==> config.mk <==
export PLATFORM = sky130hd
export DESIGN_NAME = uart_transceiver
export DESIGN_NICKNAME = d
export VERILOG_FILES = /design/src/rtl/uart_transceiver.sv
export SDC_FILE = /design/constraint.sdc
export NUM_CORES = 1
export LEC_CHECK = 0
export CAP_MARGIN = 20
export CELL_PAD_IN_SITES_DETAIL_PLACEMENT = 1
export CELL_PAD_IN_SITES_GLOBAL_PLACEMENT = 2
export CORE_MARGIN = 3
export CORE_UTILIZATION = 41
export DETAILED_ROUTE_END_ITERATION = 8
export PLACE_DENSITY = 0.85
export SYNTH_ARGS = -nofsm -noshare
export SYNTH_HDL_FRONTEND = slang
export SYNTH_SLANG_ARGS = --single-unit
export TNS_END_PERCENT = 100
==> constraint.sdc <==
create_clock -name clk -period 4.75 [get_ports clk]
set_clock_uncertainty 0.2 [all_clocks]
set_input_delay 0.475 -clock clk [delete_from_list [all_inputs] [get_ports clk]]
set_output_delay 0.475 -clock clk [all_outputs]
set_load 0.02 [all_outputs]
==> src/rtl/uart_transceiver.sv <==
// uart_transceiver
// Full-duplex 8N1 UART: free-running baud-enable divider, 2x-oversampling
// receiver and transmitter sharing one clock. One byte per handshake in
// each direction, no buffering.
//
// RX FSM
//   state    | meaning
//   RX_IDLE  | line idle, looking for a low level on tick2x
//   RX_START | half a bit after the falling edge, confirm start bit
//   RX_DATA  | sampling 8 data bits, LSB first, every 2nd tick2x
//   RX_STOP  | sample stop bit; good stop loads rx_data and pulses rx_valid
//   RX_WAIT  | framing error, wait for the line to return high
//
// TX FSM
//   state    | meaning
//   TX_IDLE  | tx high, accept tx_start
//   TX_WAIT  | byte latched, waiting for the next tick1x to begin
//   TX_START | driving the start bit
//   TX_DATA  | driving data bits 0..7
//   TX_STOP  | driving the stop bit

module uart_transceiver #(
  parameter int INPUT_CLOCK = 27000000,
  parameter int BAUD_RATE   = 9600
) (
  input  logic       clk,
  input  logic       rst_n,
  input  logic       rx,
  output logic [7:0] rx_data,
  output logic       rx_valid,
  input  logic       tx_start,
  input  logic [7:0] tx_data,
  output logic       tx_busy,
  output logic       tx
);

  // Half-bit period in clocks; must be at least 2 for the divider to tick.
  localparam int DIV = INPUT_CLOCK / (2 * BAUD_RATE);
  localparam int CW  = (DIV > 1) ? $clog2(DIV) : 1;

  typedef enum logic [2:0] {
    RX_IDLE,
    RX_START,
    RX_DATA,
    RX_STOP,
    RX_WAIT
  } rx_state_t;

  typedef enum logic [2:0] {
    TX_IDLE,
    TX_WAIT,
    TX_START,
    TX_DATA,
    TX_STOP
  } tx_state_t;

  logic [CW-1:0] div_cnt;
  logic          phase;
  logic          tick2x;
  logic          tick1x;

  logic          rx_meta;
  logic          rx_sync;

  rx_state_t     rx_state;
  logic [7:0]    rx_shift;
  logic [2:0]    rx_idx;
  logic          rx_half;

  tx_state_t     tx_state;
  logic [7:0]    tx_shift;
  logic [2:0]    tx_idx;

  assign tick2x = (div_cnt == CW'(DIV - 1));
  assign tick1x = tick2x & phase;

  // Free-running divider: tick2x every DIV clocks, phase halves it to tick1x.
  always_ff @(posedge clk or negedge rst_n) begin
    if (!rst_n) begin
      div_cnt <= '0;
      phase   <= 1'b0;
    end else if (tick2x) begin
      div_cnt <= '0;
      phase   <= ~phase;
    end else begin
      div_cnt <= div_cnt + CW'(1);
    end
  end

  // Two-flop synchronizer for the asynchronous serial input; resets to idle.
  always_ff @(posedge clk or negedge rst_n) begin
    if (!rst_n) begin
      rx_meta <= 1'b1;
      rx_sync <= 1'b1;
    end else begin
      rx_meta <= rx;
      rx_sync <= rx_meta;
    end
  end

  // Receiver: start detect, mid-bit sampling, stop check and output update.
  always_ff @(posedge clk or negedge rst_n) begin
    if (!rst_n) begin
      rx_state <= RX_IDLE;
      rx_shift <= '0;
      rx_idx   <= '0;
      rx_half  <= 1'b0;
      rx_data  <= '0;
      rx_valid <= 1'b0;
    end else begin
      rx_valid <= 1'b0;
      case (rx_state)
        RX_IDLE: begin
          if (tick2x && !rx_sync) rx_state <= RX_START;
        end
        RX_START: begin
          if (tick2x) begin
            if (!rx_sync) begin
              rx_state <= RX_DATA;
              rx_idx   <= '0;
              rx_half  <= 1'b0;
            end else begin
              rx_state <= RX_IDLE;
            end
          end
        end
        RX_DATA: begin
          if (tick2x) begin
            if (rx_half) begin
              rx_half  <= 1'b0;
              rx_shift <= {rx_sync, rx_shift[7:1]};
              if (rx_idx == 3'd7) rx_state <= RX_STOP;
              else                rx_idx   <= rx_idx + 3'd1;
            end else begin
              rx_half <= 1'b1;
            end
          end
        end
        RX_STOP: begin
          if (tick2x) begin
            if (rx_half) begin
              rx_half <= 1'b0;
              if (rx_sync) begin
                rx_data  <= rx_shift;
                rx_valid <= 1'b1;
                rx_state <= RX_IDLE;
              end else begin
                rx_state <= RX_WAIT;
              end
            end else begin
              rx_half <= 1'b1;
            end
          end
        end
        RX_WAIT: begin
          if (rx_sync) rx_state <= RX_IDLE;
        end
        default: rx_state <= RX_IDLE;
      endcase
    end
  end

  // Transmitter: latch byte on accept, then one bit per tick1x.
  always_ff @(posedge clk or negedge rst_n) begin
    if (!rst_n) begin
      tx_state <= TX_IDLE;
      tx_shift <= '0;
      tx_idx   <= '0;
      tx_busy  <= 1'b0;
      tx       <= 1'b1;
    end else begin
      case (tx_state)
        TX_IDLE: begin
          tx      <= 1'b1;
          tx_busy <= 1'b0;
          if (tx_start) begin
            tx_shift <= tx_data;
            tx_busy  <= 1'b1;
            tx_state <= TX_WAIT;
          end
        end
        TX_WAIT: begin
          if (tick1x) begin
            tx       <= 1'b0;
            tx_state <= TX_START;
          end
        end
        TX_START: begin
          if (tick1x) begin
            tx       <= tx_shift[0];
            tx_shift <= {1'b0, tx_shift[7:1]};
            tx_idx   <= '0;
            tx_state <= TX_DATA;
          end
        end
        TX_DATA: begin
          if (tick1x) begin
            if (tx_idx == 3'd7) begin
              tx       <= 1'b1;
              tx_state <= TX_STOP;
            end else begin
              tx       <= tx_shift[0];
              tx_shift <= {1'b0, tx_shift[7:1]};
              tx_idx   <= tx_idx + 3'd1;
            end
          end
        end
        TX_STOP: begin
          if (tick1x) begin
            tx_busy  <= 1'b0;
            tx_state <= TX_IDLE;
          end
        end
        default: begin
          tx       <= 1'b1;
          tx_busy  <= 1'b0;
          tx_state <= TX_IDLE;
        end
      endcase
    end
  end

endmodule

==> results.sh <==
export IMPL_status="complete, no violations"
export IMPL_yosysWarnings=0
export IMPL_boundaryPins=23
export IMPL_clkTransAtPathRegs_ps=100
export IMPL_slew_headroom_pct=53.58
export IMPL_final_period_utilization_pct=50.33
export IMPL_cts_tree="built"
export IMPL_cts_htree_levels=2
export IMPL_rsz0062_at_grt="no"
export IMPL_powerDensity_nw_per_um2=280.0
export IMPL_r2r_cells=4
export IMPL_cp_max_fo=11
export IMPL_ir_worst_vdd_mv=0.1327
export IMPL_total_power_mw=0.8355
export IMPL_synth_cells=232
export IMPL_worstPathRequired_ps=4790
export IMPL_multi_input_area_sq_um=1157
export IMPL_dp_cells=317
export IMPL_area_delta_synth_final_pct=14.22
export IMPL_async_flop_share_pct=100.0
export IMPL_first_global_vias=1947
export IMPL_crit_arrival_ps=2430
export IMPL_post_cts_resized=0
export IMPL_clkSinkCount=54
export IMPL_drt_wl_total_um=5296
export IMPL_tightest_slew_ps=690.5
export IMPL_mostFrequentLayoutCells="51 x dfrtp_1, 21 x clkdlybuf4s50_1, 16 x nand2_1"
export IMPL_postRouteAntennaNets=0
export IMPL_report_final_hold_viol_count=0
export IMPL_final_cells=326
export IMPL_p_leak_nw=1.320
export IMPL_period_needed_ps=2391
export IMPL_ys_seq_area_share_pct=51.87
export IMPL_first_pass_iters=4
export IMPL_final_common_cell="dfrtp_1"
export IMPL_setup_viol=0
export IMPL_grt_usage_pct=15.88
export IMPL_start_util_pct=43.10
export IMPL_cts_root_buffer="clkbuf_8"
export IMPL_grt_remaining_overflow=0
export IMPL_critPathKind="flip-flop to flip-flop"
export IMPL_gp_congestion=0.7313
export IMPL_cts_buffers=5
export IMPL_dieArea_sq_um=7366
export IMPL_grt_first_pass_wirelength_um=9494
export IMPL_via_per_inst=5.546
export IMPL_synth_edff_count=0
export IMPL_fmax_mhz=418.3
export IMPL_dr_total_vias=1808
export IMPL_cts_hold_buf=0
export IMPL_crit_reg2reg_launch="div_cnt[4]"
export IMPL_drt_iter0_drc=90
export IMPL_critPathCaptureType="flip-flop"
export IMPL_synth_ff_latch_count=54
export IMPL_final_layout_size_suffix_gt1_share_pct=15.54
export IMPL_die_x_um=85.83
export IMPL_setup_tns_ps=0
export IMPL_row_count=28
export IMPL_syn_cell_area_sq_um=2613
export IMPL_seq_area_sq_um=1355
export IMPL_post_cts_setup_buffers=0
export IMPL_report_final_slew_viol_count=0
export IMPL_antenna_found_initial=0
export IMPL_diodes=0
export IMPL_nets=268
export IMPL_die_h_um=85.83
export IMPL_yosysUniqueCellTypes=55
export IMPL_r2r_end="rx_idx[0]"
export IMPL_synth_ff_type="dfrtp_1"
export IMPL_syn_nets=250
export IMPL_min_path_type="primary input to asynchronous set/reset pin"
export IMPL_clk_latency_ps=310
export IMPL_portBuffers=22
export IMPL_fillers=681
export IMPL_cap_violations=0
export IMPL_r2r_slack_ps=2360
export IMPL_coreArea_sq_um=6061
export IMPL_avgRoutedWirePerCell_um=16.25
export IMPL_grt_max_degree=55
export IMPL_cts_buffer_depth=2
export IMPL_hpwlAfterDp_um=3709
export IMPL_synth_area_per_cell_sq_um=11.26
export IMPL_start_kind="flip-flop"
export IMPL_drc_errors=0
## sequential cells by signal, summed over array words and instances, names as in the netlist
signal    flops
div_cnt      11
rx_data       8
rx_shift      8
tx_shift      8
rx_idx        3
rx_state      3
tx_idx        3
tx_state      3
phase         1
rx_half       1
rx_meta       1
rx_sync       1
rx_valid      1
tx            1
tx_busy       1
## power by group
group          internal [mW]  leakage [nW]  total, mW  switching [mW]
Sequential             0.471         0.710      0.478         0.00717
Combinational         0.0188         0.550     0.0346          0.0158
Clock                  0.161        0.0591      0.323           0.162
Total                  0.651          1.32      0.835           0.185
## critical path: stages (launching register included)
cell and delay (ps):
dfrtp_1 450, and4_1 490, nand4_1 560, or2_2 490, mux2i_1 130
## how the worst max path moves through the flow
stage | from | endpoint | slack [ps] | depth (start not counted)
after global routing | div_cnt[3] | rx_idx[0] | 2200 | 4
final | div_cnt[4] | rx_idx[0] | 2360 | 4
after detailed placement | tx_start | tx_shift[2] | 2170 | 4
after CTS | div_cnt[3] | rx_idx[0] | 2370 | 4
after global placement | tx_start | tx_shift[1] | 2350 | 4
after floorplan | tx_idx[0] | tx_shift[0] | 2630 | 7
## cell usage after synthesis, types with 2 or more instances
library cell	count	area share, %
o2bb2ai_1	2	0.67
o22ai_1	3	0.72
xnor2_1	2	0.67
o21ai_0	9	1.7
a221oi_1	2	0.67
buf_4	2	0.57
a21oi_1	11	2.1
nor2b_1	3	0.72
buf_2	2	0.38
a41oi_1	2	0.67
a221o_1	7	2.7
inv_1	9	1.3
mux2_1	2	0.86
nor2_1	15	2.2
and3_1	2	0.48
nand3_1	8	1.5
xor2_1	3	1.0
and2_1	7	1.7
dfstp_2	3	3.0
mux2_2	14	6.0
nand2_1	16	2.3
mux2i_1	4	1.5
or2_2	2	0.48
clkbuf_1	8	1.1
nand2b_1	3	0.72
a22o_1	4	1.3
dfrtp_1	51	49
nand4_1	4	0.96
ha_1	6	2.9
## routing by layer
metal,wire length [um],GRT usage [%]
met3,95,3.170
met4,68,4.317
met5,0,0
met1,2548,21.87
met2,2583,25.64
## area by class of cell
| type | instances | share of cell area [%] |
|---|---|---|
| Clock buffer | 5 | 2.306 |
| Clock inverter | 3 | 1.593 |
| Inverter | 9 | 1.132 |
| Multi-Input combinational cell | 156 | 38.78 |
| Sequential cell | 54 | 45.41 |
| Tap cell | 75 | 3.145 |
| Timing Repair Buffer | 24 | 7.631 |
## metrics by stage
stage	util (%)	area (sq um)	hold slack, ps	setup WS, ps
6_report	49.24	2984	89.68	2359
5_1_grt	49.24	2984	138.8	2199
4_1_cts	49.15	2979	111.5	2365
3_5_place_dp	47.23	2863	152.8	2172
3_3_place_gp	47.23	2863	147.4	2349
2_1_floorplan	-	2613	-20.59	2632
## cell families after synthesis
group                    synth area share [%]
AO/OA/AOI/OAI                           13.89
adder cells (fa/ha/maj)                 2.873
flip-flops                              51.87
AND/OR/NAND/NOR                         17.43
XOR/XNOR                                1.677
multiplexers                            8.429
buffers and inverters                   3.831
Note: power is estimated with default switching activity, not from simulation.
